$ cat src/rtl/msi_mem_responder.sv
// Memory-side responder for a three-CPU MSI snooping bus: arbitrates fills and
// write-backs, broadcasts each read for one snoop cycle, serves or aborts it.

module msi_req_lane (
  input  logic       valid,
  input  logic [1:0] op,
  output logic       rd,
  output logic       wr
);
  assign rd = valid && (op == 2'b01);
  assign wr = valid && (op == 2'b10);
endmodule

module msi_mem_responder #(
  parameter int ADDR_W = 3,
  parameter int DATA_W = 3
) (
  input  logic                  clock,
  input  logic                  reset_n,
  input  logic [2:0]            req_valid,
  input  logic [5:0]            req_op,
  input  logic [3*ADDR_W-1:0]   req_addr,
  input  logic [3*DATA_W-1:0]   req_data,
  input  logic                  snoop_supply,
  output logic                  snoop_valid,
  output logic [ADDR_W-1:0]     snoop_addr,
  output logic [1:0]            snoop_id,
  output logic [2:0]            ack,
  output logic [DATA_W-1:0]     rsp_data,
  output logic                  rsp_abort
);
  localparam int NUM_LANES = 3;
  localparam int DEPTH     = 2 ** ADDR_W;

  typedef enum logic [1:0] {IDLE, SNOOP, WRITE, RESP} state_t;

  typedef struct packed {
    logic [1:0]        id;
    logic [ADDR_W-1:0] addr;
    logic [DATA_W-1:0] data;
  } req_t;

  state_t                                state;
  req_t                                  cur;
  logic [1:0]                            last_grant;
  logic [DATA_W-1:0]                     mem [DEPTH];
  logic [NUM_LANES-1:0]                  rd_v, wr_v, cls;
  logic [NUM_LANES-1:0][ADDR_W-1:0]      addr_v;
  logic [NUM_LANES-1:0][DATA_W-1:0]      data_v;
  logic [1:0]                            win_id;
  logic                                  win_vld, win_wr;

  assign addr_v = req_addr;
  assign data_v = req_data;

  for (genvar k = 0; k < NUM_LANES; k++) begin : g_lane
    msi_req_lane u_lane (
      .valid (req_valid[k]),
      .op    (req_op[2*k +: 2]),
      .rd    (rd_v[k]),
      .wr    (wr_v[k])
    );
  end

  // Write-backs outrank reads; within the winning class, round-robin from
  // last_grant+1. Scanning farthest-first lets the nearest candidate win.
  always_comb begin
    win_wr  = |wr_v;
    cls     = win_wr ? wr_v : rd_v;
    win_vld = |cls;
    win_id  = last_grant;
    for (int i = NUM_LANES - 1; i >= 0; i--) begin
      int idx;
      idx = (int'(last_grant) + 1 + i) % NUM_LANES;
      if (cls[idx]) win_id = 2'(idx);
    end
  end

  always_ff @(posedge clock or negedge reset_n) begin
    if (!reset_n) begin
      state       <= IDLE;
      cur         <= '0;
      last_grant  <= 2'd2;
      snoop_valid <= 1'b0;
      snoop_addr  <= '0;
      snoop_id    <= '0;
      ack         <= '0;
      rsp_data    <= '0;
      rsp_abort   <= 1'b0;
      for (int i = 0; i < DEPTH; i++) mem[i] <= '0;
    end else begin
      ack <= '0;
      case (state)
        IDLE: begin
          if (win_vld) begin
            cur.id     <= win_id;
            cur.addr   <= addr_v[win_id];
            cur.data   <= data_v[win_id];
            last_grant <= win_id;
            if (win_wr) begin
              state <= WRITE;
            end else begin
              state       <= SNOOP;
              snoop_valid <= 1'b1;
              snoop_addr  <= addr_v[win_id];
              snoop_id    <= win_id;
            end
          end
        end
        SNOOP: begin
          snoop_valid <= 1'b0;
          // A supplying peer owns the block, so memory is left untouched.
          if (snoop_supply) rsp_abort <= 1'b1;
          else              rsp_data  <= mem[cur.addr];
          ack   <= 3'b001 << cur.id;
          state <= RESP;
        end
        WRITE: begin
          mem[cur.addr] <= cur.data;
          ack           <= 3'b001 << cur.id;
          state         <= RESP;
        end
        RESP: begin
          rsp_data  <= '0;
          rsp_abort <= 1'b0;
          state     <= IDLE;
        end
        default: state <= IDLE;
      endcase
    end
  end
endmodule

$ cat config.mk
export PLATFORM = sky130hd
export DESIGN_NAME = msi_mem_responder
export DESIGN_NICKNAME = d
export VERILOG_FILES = /design/src/rtl/msi_mem_responder.sv
export SDC_FILE = /design/constraint.sdc
export NUM_CORES = 1
export LEC_CHECK = 0
export ABC_AREA = 0
export BUFFER_PORTS_ARGS = -buffer_cell sky130_fd_sc_hd__clkbuf_2
export CORE_MARGIN = 4
export CORE_UTILIZATION = 45
export CTS_BUF_LIST = sky130_fd_sc_hd__clkbuf_8
export DETAILED_ROUTE_END_ITERATION = 6
export GPL_ROUTABILITY_DRIVEN = 0
export PLACE_DENSITY = 0.65
export SYNTH_ARGS = -nofsm -noshare
export SYNTH_HDL_FRONTEND = slang
export SYNTH_SLANG_ARGS = --single-unit
$ cat constraint.sdc
create_clock -name clock -period 6.6 [get_ports clock]
set_clock_uncertainty 0.1 [all_clocks]
set_input_delay 1.32 -clock clock [delete_from_list [all_inputs] [get_ports clock]]
set_output_delay 1.32 -clock clock [all_outputs]
set_load 0.005 [all_outputs]
======== Word level (Yosys, flattened, before mapping) ========
Index checks and enable logic that the tools add are counted.
storage, ports and cells
  register bits after elaboration ......... 49
  input port bits ......................... 30
  output and inout bits ................... 13
  logic and storage cells ................. 99
operators by class
  add/subtract/negate cells ............... 3
  divide/modulo/power cells ............... 3
  $lt $le $gt $ge ......................... 6
  equality and inequality tests ........... 13
  shifts and indexed selects .............. 1
  multiplexer cells ....................... 34
  bitwise operators ....................... 2
  reductions and logical operators ........ 18
operator list
  kind                                                  count
  < comparator 32 x 4 -> 1 bit (second input constant)  3
  modulo 32 x 3 -> 32 bit (second input constant)       3
  adder 32 x 2 -> 32 bit (second input constant)        1
  adder 32 x 3 -> 32 bit (second input constant)        1
  bitwise mux 24 bit                                    1
  2-to-1 mux 3 bit                                      8
  binary-select mux 3 bit (select 2 bit)                2
  equality test 2 bit (second input constant)           5
  2-to-1 mux 2 bit                                      5
  binary-select mux 3 bit (select 3 bit)                1
  demux 3 bit (select 3 bit)                            1
  2-to-1 mux 1 bit                                      9
  equality test 2 x 1 -> 1 bit (second input constant)  4
  != test 2 bit (second input constant)                 4
  logical AND 1 bit                                     7
  binary-select mux 1 bit (select 2 bit)                3
  one-hot mux 2 bit (3 select lines)                    1
  one-hot mux 3 bit (2 select lines)                    1
  AND reduction 2 bit                                   3
  AND reduction 3 bit                                   2
  OR reduction 3 bit                                    2
  >= comparator 4 bit (second input constant)           1
  < comparator 4 x 1 -> 1 bit (second input constant)   1
  inverter 3 -> 4 bit                                   1
  8 further kinds                                       10

======== Depth between registers and ports, before layout ========
  depth after elaboration ................. 12
  depth in mapped cells ................... 11
  depth with buffers taken out ............ 9

======== Hierarchy ========
Synthesis repeated with hierarchy kept, for this count alone.
unflattened totals
  cells, all modules ...................... 247
  area total of the unflattened synthesis .. 2741.4 µm²
modules (own cells, without submodules)
  module             times used  cells each  area an instance (µm²)  sequential area each (µm²)
  msi_mem_responder  1           241         2688.8                  1202.4
  msi_req_lane       3           2           17.5                    0.0

======== Worst setup path after synthesis ========
OpenSTA, ideal clock, no wires.
  kind .................................... input -> register
  start ................................... in req_op[4]
  end ..................................... reg cur[0] (netlist bit)
  library setup time ...................... 0.133 ns
  data arrival time ....................... 2.798 ns
  required time ........................... 6.367 ns
  slack ................................... 3.570 ns
  stages .................................. 8
  buffers on the path ..................... 1
  path through ............................ xor2_1 and4_2 o21a_1 nor3_1 a211oi_4 clkbuf_2 nand4b_1 o211ai_1
on the way
  longest elaborated chain between the ends .. 12
  elaborated cells between the ends (all ways) .. 22
  those cells by class .................... eq/ne: 2; mux: 15; reduce/logical: 5
RTL lines
  element                                              line  text
  from (decl)                                          21    input logic [5:0] req_op,
  equality test 2 bit                                  11    assign wr = valid && (op == 2'b10);
  logical AND 1 bit                                    11
  OR reduction 3 bit                                   68    win_wr = |wr_v;
  2-to-1 mux 3 bit (*)                                 69    cls = win_wr ? wr_v : rd_v;
  binary-select mux 1 bit (select 2 bit)               75    if (cls[idx]) win_id = 2'(idx);
  2-to-1 mux 1 bit (not written as such) (2 in a row)  75
  2-to-1 mux 2 bit (3 in a row)                        75
  binary-select mux 3 bit (select 2 bit)               98    cur.data <= data_v[win_id];
  2-to-1 mux 3 bit (not written as such)               98
  to (decl)                                            44    req_t cur;
Mark *: on every way between the ends. The rest lies on a longest branch, timed or not. The select of a mux whose other input is x is not followed.
A chain may end at the register's enable or synchronous reset.

======== Worst setup path in the final report ========
  start ................................... in req_op[4]
  end ..................................... reg snoop_addr[0]
on the way
  longest elaborated chain between the ends .. 12
  elaborated cells between the ends (all ways) .. 23
  those cells by class .................... eq/ne: 2; mux: 15; bitwise: 1; reduce/logical: 5
RTL lines
  element                                              line  text
  equality test 2 bit                                  11
  logical AND 1 bit                                    11
  OR reduction 3 bit                                   68
  2-to-1 mux 3 bit                                     69
  binary-select mux 1 bit (select 2 bit)               75
  2-to-1 mux 1 bit (not written as such) (2 in a row)  75
  2-to-1 mux 2 bit (3 in a row)                        75
  binary-select mux 3 bit (select 2 bit)               105   snoop_addr <= addr_v[win_id];
  2-to-1 mux 3 bit (not written as such)               105
  to (signal assigned)                                 105
  to (decl)                                            26    output logic [ADDR_W-1:0] snoop_addr,
Parallel ways exist; a longest one is shown, timed or not. The select of a mux whose other input is x is not followed.

==> impl_results.md <==
* Setup Fix Bufs, Post-CTS at 0
* Clk pin slew, worst setup/hold paths at 80 ps
* I/O Pins at 43
* Diodes inserted at 0
* Width of the die at 84.7 um
* Final setup violation count at 0
* Drt via density at 5.60
* Synthesized cell area at 2650 sq um
* Multiplexer area fraction after synthesis at 19.1%
* Min Hold Slack at 387 ps
* Register Area at 1200 sq um
* Crit path kind: in2reg
* Synth Register Bits at 48
* Final net count at 309
* GRT overflow at 0
* Worst Tran Pin Value at 742 ps
* Die height at 84.7 um
* Post-synthesis xor/xnor area fraction at 0.993%
* Hold WC Path Type: reg2reg
* Detailed placement HPWL at 4110 um
* All-Layer GR Usage at 15.5%
* RSZ-0062 raised after global routing: no
* Vias in the first global route at 1856
* Max FO, Critical Path at 17
* CTS Root Cell: clkbuf_8
* Largest net degree at the start of global routing at 49
* Num CTS Buffers at 5
* Footprint of the multi-input gates at 1350 sq um
* Post-synthesis sequential area ratio at 45.4%
* Via Count at 1938
* Post-route setup TNS at 0 ps
* CTS max path bufs at 2
* Main combinational cell family by area after synthesis: multiplexers
* Initial core utilization at 47.2%
* Syn nets at 269
* CTS tree: yes
* Distinct cells, synth at 44
* Pleak at 1.36 nW
* Initial DRC count at 96
* Startpoint Class: input pin
* Die ar. at 7170 sq um
* Drt wl/cell at 15.5 um
* Core box area at 5610 sq um
* Post-CTS Resized at 0
* Synth warn at 0
* Worst EP arrival at 3400 ps
* PD cells at 429 nW/um^2
* Adder-Cell Fraction of Synth Area at 2.84%
* Maxcap violations at 0
* Dpl ws at 3020 ps
* Min Tclk post-route at 3340 ps
* Status: finished clean
* Endpoint type of the worst setup path: flip-flop
* Post-synthesis simple-gate area fraction at 18.0%
* Sink Count at 48
* VDD IR-drop max at 0.191 mV
* Asr flop ratio synth at 100%
* First-pass GRT wire length at 9060 um
* Syn-to-layout area delta at 13.7%
* I/O Buffers at 42
* Routed wire length at 5380 um
* Most used DFF post-synth: dfrtp_1
* Syn avg cell area at 11.4 sq um
* Hold_buf cts at 0
* Final hold violations at 0
* Htree depth at 2
* Row Count at 27
* DR pass1 iterations at 5
* Final design utilization at 53.7%
* Cell count after synthesis at 233
* Worst EP required at 6670 ps
* Drc violations at 0
* Final worst slack at 3260 ps
* Initial antenna violation count at 0
* Final period util at 50.6%
* Final ANT Viol Nets at 0
* Compound-Gate Fraction of Synth Area at 9.93%
* Share of cells above drive strength 1 at 31.4%
* Number of synthesized flops with an enable pin at 0
* Slew Viols, Final at 0
* Peak Freq at 0.300 GHz
* FILL cells at 544
* Worst skew pair latency at 290 ps
* Relative slew margins at 50.4%
==> state kept, by name, summed over array words and instances, names as in the netlist <==
signal       count
ack              3
cur              8
last_grant       1
mem             24
rsp_abort        1
rsp_data         3
snoop_addr       3
snoop_id         2
snoop_valid      1
state            2
==> where the power goes <==
part           switching (W)  internal [W]
combinational       0.000270      0.000271
clock              0.0000943      0.000134
sequential          0.000109      0.000415
total               0.000473      0.000819
==> cells by family (layout without fill, tap and decap cells) <==
group | after synthesis | in the layout
AND/OR/NAND/NOR | 82 | 82
flip-flops | 48 | 48
multiplexers | 40 | 40
AO/OA/AOI/OAI | 37 | 37
buffers and inverters | 17 | 58
adder cells (fa/ha/maj) | 6 | 6
XOR/XNOR | 3 | 3
==> through the flow <==
step | cell area, sq um | total power [W] | instances
2_1_floorplan | 2650 | 0.000946 | 233
3_3_place_gp | 2880 | 0.00106 | 338
3_5_place_dp | 2880 | 0.00107 | 338
4_1_cts | 3010 | 0.00131 | 346
5_1_grt | 3010 | 0.00140 | 346
6_report | 3010 | 0.00129 | 346
==> worst max-delay path, cell delays in order <==
cell and delay, ps:
clkbuf_2 130, xor2_1 220, nand4_1 220, o2111ai_1 180
o2111ai_1 210, a211oi_4 640, mux2i_1 350, o211ai_1 140
==> Yosys cell counts (6+ instances only) <==
master / count / area, sq um
mux2_2: 24 / 270
dfrtp_1: 47 / 1180
inv_1: 7 / 26.3
ha_1: 6 / 75.1
mux4_2: 6 / 135
o21ai_0: 9 / 45.0
mux2i_1: 10 / 100
nand2_1: 31 / 116
nand4b_1: 18 / 158
o211ai_1: 10 / 75.1
nor3_1: 6 / 30.0
==> layout make-up <==
class | count | area share (%)
inverter | 7 | 0.873
sequential | 48 | 40.0
clock inverter | 1 | 0.998
multi-input combinational | 168 | 44.7
timing repair buffer | 43 | 7.23
tap | 72 | 2.99
clock buffer | 7 | 3.20
==> cell usage in the layout (no fill, tap or decap), types with 2 or more instances in the layout <==
cell / count
a21o_1: 2
mux4_2: 6
inv_1: 7
nor2b_1: 2
dfrtp_1: 47
clkbuf_8: 7
ha_1: 6
nand3_1: 2
nor3b_1: 3
o21a_1: 2
nand2b_1: 3
mux2_2: 24
o2111ai_1: 2
nand4b_1: 18
o21ai_0: 9
o211ai_1: 10
nand4_1: 5
xor2_1: 3
a21oi_1: 4
nand2_1: 31
mux2i_1: 10
clkbuf_2: 42
nor3_1: 6
nor2_1: 5
==> layer usage <==
| layer | share of wire (%) | vias up | routed length [um] | GRT usage [%] |
|---|---|---|---|---|
| li1 | - | 954 | - | - |
| met1 | 47 | 921 | 2520 | 21.5 |
| met2 | 47 | 57 | 2520 | 24.1 |
| met3 | 5.1 | 6 | 276 | 4.22 |
| met4 | 1.1 | 0 | 60 | 3.88 |
| met5 | 0 | - | 0 | 0 |
==> final timing paths <==
check | startpoint | to | slack (ps) | depth (start not counted)
min in group asynchronous | reset_n | rsp_abort$_DFFE_PN0P_ | 1010 | 2
max reg2reg | cur[6]$_DFFE_PN0P_ | snoop_addr[0]$_DFFE_PN0P_ | 3650 | 9
max | req_op[4] | snoop_addr[0]$_DFFE_PN0P_ | 3260 | 8
min reg2reg | snoop_id[1]$_DFFE_PN0P_ | snoop_id[1]$_DFFE_PN0P_ | 390 | 2
min | snoop_id[1]$_DFFE_PN0P_ | snoop_id[1]$_DFFE_PN0P_ | 390 | 2
max in group asynchronous | reset_n | snoop_id[0]$_DFFE_PN0P_ | 4980 | 2
Power figures use the tool's default switching activity.
